===== src/rtl/ula_pkg.sv =====
// Shared definitions for the ALU arbiter: opcodes, controller states and opcode helpers.
// Latency: not applicable (declarations only).
// Backpressure: not applicable.
package ula_pkg;

    localparam logic [2:0] OP_ADD = 3'b000;
    localparam logic [2:0] OP_SUB = 3'b001;
    localparam logic [2:0] OP_XOR = 3'b010;
    localparam logic [2:0] OP_NOT = 3'b011;
    localparam logic [2:0] OP_EQ  = 3'b110;
    localparam logic [2:0] OP_NEQ = 3'b111;

    typedef enum logic [1:0] {
        IDLE  = 2'd0,
        ISSUE = 2'd1,
        EXEC  = 2'd2,
        CAPT  = 2'd3
    } state_t;

    // Anything outside the six opcodes the ALU implements (i.e. 100 and 101).
    function automatic logic op_illegal(input logic [2:0] op);
        return !((op == OP_ADD) || (op == OP_SUB) || (op == OP_XOR) ||
                 (op == OP_NOT) || (op == OP_EQ)  || (op == OP_NEQ));
    endfunction

    // Only add/sub produce a meaningful carry/borrow flag.
    function automatic logic op_has_flag(input logic [2:0] op);
        return (op == OP_ADD) || (op == OP_SUB);
    endfunction

endpackage


===== src/rtl/arb_rr2.sv =====
// Two-way round-robin grant: combinational grant from valids and a last-grant pointer.
// Latency: grant is combinational; pointer updates at the accept edge.
// Backpressure: none; the caller qualifies accept with its own ready.
module arb_rr2
    import ula_pkg::*;
(
    input  logic clk,
    input  logic rst,
    input  logic req0_i,
    input  logic req1_i,
    input  logic accept_i,
    output logic gnt0_o,
    output logic gnt1_o
);

    // last1_q = 1 means requester 1 was granted last, so requester 0 wins a tie.
    logic last1_q;
    logic last1_d;

    // Grant: a lone requester wins; under contention the one not granted last wins.
    always_comb begin
        gnt0_o  = req0_i & (~req1_i | last1_q);
        gnt1_o  = req1_i & (~req0_i | ~last1_q);
        last1_d = accept_i ? gnt1_o : last1_q;
    end

    // Pointer register; reset leaves requester 0 favoured.
    always_ff @(posedge clk or posedge rst) begin
        if (rst) begin
            last1_q <= 1'b1;
        end else begin
            last1_q <= last1_d;
        end
    end

endmodule


===== src/rtl/ula_arbitro.sv =====
// Shares one two-stage ALU between two requesters with round-robin arbitration; optional counters under ULA_ARB_STATS_EN.
// Latency: 4 cycles from accept to a one-cycle response pulse; one op in flight, 1 op per 4 cycles.
// Backpressure: ready only in IDLE for the arbitration winner; responses cannot be stalled.
module ula_arbitro
    import ula_pkg::*;
#(
    parameter int N = 8
) (
    input  logic         clk,
    input  logic         rst,
    input  logic         req0_valid,
    input  logic [2:0]   req0_op,
    input  logic [N-1:0] req0_a,
    input  logic [N-1:0] req0_b,
    output logic         req0_ready,
    input  logic         req1_valid,
    input  logic [2:0]   req1_op,
    input  logic [N-1:0] req1_a,
    input  logic [N-1:0] req1_b,
    output logic         req1_ready,
    output logic         resp0_valid,
    output logic [N-1:0] resp0_s,
    output logic         resp0_flag,
    output logic         resp0_err,
    output logic         resp1_valid,
    output logic [N-1:0] resp1_s,
    output logic         resp1_flag,
    output logic         resp1_err,
    output logic [N-1:0] alu_a,
    output logic [N-1:0] alu_b,
    output logic [2:0]   alu_opcode,
    input  logic [N-1:0] alu_s,
    input  logic         alu_flag,
    output logic [15:0]  cnt0,
    output logic [15:0]  cnt1
);

    state_t       state_q, state_d;
    logic         gnt0, gnt1;
    logic         accept;
    logic [2:0]   op_q;
    logic [N-1:0] a_q, b_q;
    logic         owner_q;
    logic [N-1:0] cap_s;
    logic         cap_flag, cap_err;
    logic         r0v_q, r1v_q;
    logic [N-1:0] s0_q, s1_q;
    logic         f0_q, f1_q, e0_q, e1_q;

    arb_rr2 u_arb (
        .clk      (clk),
        .rst      (rst),
        .req0_i   (req0_valid),
        .req1_i   (req1_valid),
        .accept_i (accept),
        .gnt0_o   (gnt0),
        .gnt1_o   (gnt1)
    );

    // Ready only while idle and only to the winner; accept is the qualified handshake.
    always_comb begin
        req0_ready = (state_q == IDLE) & gnt0;
        req1_ready = (state_q == IDLE) & gnt1;
        accept     = (req0_valid & req0_ready) | (req1_valid & req1_ready);
    end

    // Next state: fixed IDLE -> ISSUE -> EXEC -> CAPT -> IDLE walk, gated by accept.
    always_comb begin
        state_d = state_q;
        case (state_q)
            IDLE:    if (accept) state_d = ISSUE;
            ISSUE:   state_d = EXEC;
            EXEC:    state_d = CAPT;
            CAPT:    state_d = IDLE;
            default: state_d = IDLE;
        endcase
    end

    // State register.
    always_ff @(posedge clk or posedge rst) begin
        if (rst) begin
            state_q <= IDLE;
        end else begin
            state_q <= state_d;
        end
    end

    // Latch the accepted op; these drive the ALU unchanged until the next accept.
    always_ff @(posedge clk or posedge rst) begin
        if (rst) begin
            op_q    <= 3'b000;
            a_q     <= '0;
            b_q     <= '0;
            owner_q <= 1'b0;
        end else if (accept) begin
            if (req1_ready) begin
                op_q    <= req1_op;
                a_q     <= req1_a;
                b_q     <= req1_b;
                owner_q <= 1'b1;
            end else begin
                op_q    <= req0_op;
                a_q     <= req0_a;
                b_q     <= req0_b;
                owner_q <= 1'b0;
            end
        end
    end

    assign alu_a      = a_q;
    assign alu_b      = b_q;
    assign alu_opcode = op_q;

    // Result shaping: illegal ops discard the ALU output; flag kept only for add/sub.
    always_comb begin
        cap_s    = alu_s;
        cap_flag = op_has_flag(op_q) ? alu_flag : 1'b0;
        cap_err  = 1'b0;
        if (op_illegal(op_q)) begin
            cap_s    = '0;
            cap_flag = 1'b0;
            cap_err  = 1'b1;
        end
    end

    // Capture into the owner's response registers at the end of CAPT and pulse valid next cycle.
    always_ff @(posedge clk or posedge rst) begin
        if (rst) begin
            r0v_q <= 1'b0;
            r1v_q <= 1'b0;
            s0_q  <= '0;
            s1_q  <= '0;
            f0_q  <= 1'b0;
            f1_q  <= 1'b0;
            e0_q  <= 1'b0;
            e1_q  <= 1'b0;
        end else begin
            r0v_q <= (state_q == CAPT) && !owner_q;
            r1v_q <= (state_q == CAPT) && owner_q;
            if ((state_q == CAPT) && !owner_q) begin
                s0_q <= cap_s;
                f0_q <= cap_flag;
                e0_q <= cap_err;
            end
            if ((state_q == CAPT) && owner_q) begin
                s1_q <= cap_s;
                f1_q <= cap_flag;
                e1_q <= cap_err;
            end
        end
    end

    assign resp0_valid = r0v_q;
    assign resp0_s     = s0_q;
    assign resp0_flag  = f0_q;
    assign resp0_err   = e0_q;
    assign resp1_valid = r1v_q;
    assign resp1_s     = s1_q;
    assign resp1_flag  = f1_q;
    assign resp1_err   = e1_q;

`ifdef ULA_ARB_STATS_EN
    logic [15:0] cnt0_q, cnt1_q;

    // Completed-op counters, one per requester, wrapping naturally at 16 bits.
    always_ff @(posedge clk or posedge rst) begin
        if (rst) begin
            cnt0_q <= 16'd0;
            cnt1_q <= 16'd0;
        end else begin
            if (r0v_q) cnt0_q <= cnt0_q + 16'd1;
            if (r1v_q) cnt1_q <= cnt1_q + 16'd1;
        end
    end

    assign cnt0 = cnt0_q;
    assign cnt1 = cnt1_q;
`else
    assign cnt0 = 16'd0;
    assign cnt1 = 16'd0;
`endif

endmodule


===== config.mk =====
export PLATFORM = sky130hd
export DESIGN_NAME = ula_arbitro
export DESIGN_NICKNAME = d
export VERILOG_FILES = /design/src/rtl/ula_pkg.sv /design/src/rtl/arb_rr2.sv /design/src/rtl/ula_arbitro.sv
export SDC_FILE = /design/constraint.sdc
export NUM_CORES = 1
export LEC_CHECK = 0
export BUFFER_PORTS_ARGS = -buffer_cell sky130_fd_sc_hd__buf_2
export CAP_MARGIN = 10
export CORE_MARGIN = 10
export CORE_UTILIZATION = 40
export DETAILED_ROUTE_END_ITERATION = 7
export PLACE_DENSITY = 0.78
export REMOVE_ABC_BUFFERS = 1
export SETUP_SLACK_MARGIN = 0.4
export SKIP_CTS_REPAIR_TIMING = 1
export SLEW_MARGIN = 5
export SYNTH_ARGS = -nofsm -noshare
export SYNTH_HDL_FRONTEND = slang
export SYNTH_SLANG_ARGS = --single-unit

===== constraint.sdc =====
create_clock -name clk -period 1.8 [get_ports clk]
set_clock_uncertainty 0.1 [all_clocks]
set_input_delay 0 -clock clk [delete_from_list [all_inputs] [get_ports clk]]
set_output_delay 0 -clock clk [all_outputs]
set_load 0.01 [all_outputs]

==> flow_metrics.py <==
metrics = {
    "timing": {
        "setup_tns_ps": 0,
        "setup-violations-final": 0,
        "drv_slew": 0,
        "timing.fmax_mhz": 622,
        "min_period_ps": 1610,
        "hold_violations": 0,
        "whs_ps": 102,
        "slew_headroom_pct": 62.6,
        "rsz0062_at_grt": "true",
        "fin_crit_sh_pct": 89.3,
        "worst_pin_slew_ps": 561,
    },
    "finish": {
        "diodes": 0,
        "area_delta_synth_final_pct": 54.8,
        "nFillCells": 441,
        "fin_util_pct": 64.7,
        "layout-drive-gt1-share_pct": 37.5,
        "nets": 466,
    },
    "route": {
        "antenna_left": 0,
        "vias_per_cell": 4.96,
        "wire_per_inst_um": 17.3,
        "routed_wl_um": 8330,
        "drc": 0,
        "vias": 2398,
        "drt_iter0_markers": 121,
        "first_pass_iters": 4,
    },
    "synthesis": {
        "ys_ff_latch": 45,
        "yosysMostFrequentCell": "dfrtp_1",
        "synth_top_cell_area_share_pct": 47.2,
        "avgSynthCellArea_um2": 9.29,
        "syn-instance-count": 251,
        "syn_area_um2": 2330,
        "synth_commonest_cells": "dfrtp_1 (44), o21ai_1 (37), buf_4 (34), nand2_1 (32), nor2_1 (22)",
        "ys.flop_type": "dfrtp_1",
        "yosys.area.top_type": "dfrtp_1",
        "synth.area.top_cells": "dfrtp_1 (47%), buf_4 (11%), o21ai_1 (7.9%)",
        "synth_edf_count": 0,
        "async_flop_share_pct": 100,
        "synth_warnings": 0,
        "yosysSeqAreaShare_pct": 48.4,
        "netlist-cell-type-count": 25,
    },
    "clock_tree": {
        "root_buffer": "clkbuf_8",
        "cts_num_sinks": 45,
        "cts_buffer_depth": 2,
        "clk_pin_slew_worst_paths_ps": 80,
        "cts_tree": "built",
        "htreeDepth": 2,
        "clock_latency_ps": 300,
        "cts_buffers": 5,
    },
    "power_and_ir_drop": {
        "ir_drop_v": 0.000799,
        "pwr-share-comb_pct": 54.2,
        "p_sw_share_pct": 40.6,
        "leakage_nw": 1.76,
        "seqPwrFrac_pct": 32.4,
        "p_per_area_nw_per_um2": 1540,
        "p_sw_w": 0.00225,
        "p_int_w": 0.00330,
        "power_frac_clock_pct": 13.3,
    },
    "worst_hold_path": {
        "min_path_type": "input port to flop",
    },
    "placement": {
        "hpwl_um": 5020,
        "routabilityCongestion": 0.811,
        "port_buffers": 93,
    },
    "floorplanning": {
        "die_area_um2": 9280,
        "core_um2": 5570,
        "io_pins": 126,
        "row_count": 27,
        "die_h_um": 96.3,
        "die_width_um": 96.3,
        "start_util_pct": 41.8,
    },
    "setup_path": {
        "end_kind": "output pin",
        "cp-start-kind": "flop",
        "arrival_ps": 1510,
        "worstSetupPathType": "flop to output pin",
        "cp.required_ps": 1700,
        "worstPathMaxFanout": 6,
    },
    "grt": {
        "grt_overflow": 0,
        "grt_pass1_vias": 2101,
        "grt_usage_pct": 13.6,
        "grt_pass1_wl_um": 10100,
        "antenna_found_initial": 0,
        "grt_max_degree": 46,
    },
    "flow_run": {
        "drv_cap": 0,
    },
    "run_status": {
        "status": "finished clean",
    },
}
==> stage by stage <==
step / instances / cell area, um2 / setup WS (ps) / total power, W
after CTS: 413 / 2840 / 1.93 / 0.00479
after global routing: 483 / 3610 / 158 / 0.00597
after global placement: 406 / 2730 / 215 / 0.00398
final: 483 / 3610 / 192 / 0.00555
after detailed placement: 406 / 2730 / 107 / 0.00406
after floorplan: 230 / 2090 / -552 / 0.00306
==> metal layers <==
layer	up-vias	wire [um]	global-route usage (%)
met1	1105	3320	17.7
met5	-	0	0
met3	17	1020	5.37
met2	148	3850	20.9
li1	1128	-	-
met4	0	149	3.51
==> final cells by class <==
type / count / area, um2 / share of cell area, %
Timing Repair Buffer: 172 / 1240 / 34.3
Sequential cell: 45 / 1130 / 31.2
Multi-Input combinational cell: 177 / 1000 / 27.7
Tap cell: 72 / 90.1 / 2.50
Clock buffer: 5 / 68.8 / 1.91
Clock inverter: 2 / 35.0 / 0.971
Inverter: 8 / 33.8 / 0.936
Timing Repair inverter: 2 / 15.0 / 0.416
==> flip-flops by register name (all words and copies together) (netlist names), 2 cells and up <==
register    count
alu_a           8
alu_b           8
alu_opcode      3
resp0_s         8
resp1_s         8
state_q         2
==> cell usage in the layout, fill, tap and decap left out, types with 3 or more instances in the layout <==
cell / count
a31oi_1: 19
buf_12: 3
buf_2: 94
buf_4: 24
clkbuf_8: 5
clkinvlp_4: 3
conb_1: 32
dfrtp_1: 44
dlygate4sd3_1: 48
ha_1: 3
inv_1: 3
inv_2: 4
nand2_1: 31
nor2_1: 22
o2111ai_1: 19
o21ai_1: 29
o21ai_2: 8
==> worst paths after layout <==
check,depth (start not counted),slack (ps),to,startpoint
worst max register to register,5,230,state_q[1],state_q[1]
min in group asynchronous,4,300,resp1_s[1],rst
worst min-delay path,3,100,alu_a[2],req1_valid
max in group asynchronous,4,920,u_arb.last1_q,rst
worst max-delay path,6,190,req1_ready,state_q[1]
worst min register to register,2,390,resp0_s[6],resp0_s[6]
==> worst max-delay path: stages, from the launching register on <==
cell     delay, ps
dfrtp_1        410
inv_2          100
ha_4           210
nand2_4         80
buf_6          160
nor2_1          90
buf_2          160
==> kinds of logic after synthesis <==
| logic type | count (synthesis) | synth area share [%] |
|---|---|---|
| compound gates | 81 | 21.7 |
| fa+ha+maj | 4 | 2.15 |
| buf+inv | 60 | 16.4 |
| flops | 45 | 48.4 |
| mux | 2 | 1.07 |
| other cells | 1 | 0.161 |
| simple gates | 58 | 10.1 |
==> power by group through the flow <==
stage / combinational [W] / clock [W] / sequential, W
after floorplan: 0.00110 / 0 / 0.00196
after global placement: 0.00221 / 0 / 0.00177
after detailed placement: 0.00228 / 0 / 0.00178
after CTS: 0.00228 / 0.000744 / 0.00177
after global routing: 0.00331 / 0.000795 / 0.00187
final: 0.00301 / 0.000741 / 0.00180
No activity file was read; power rests on OpenSTA's default activity.
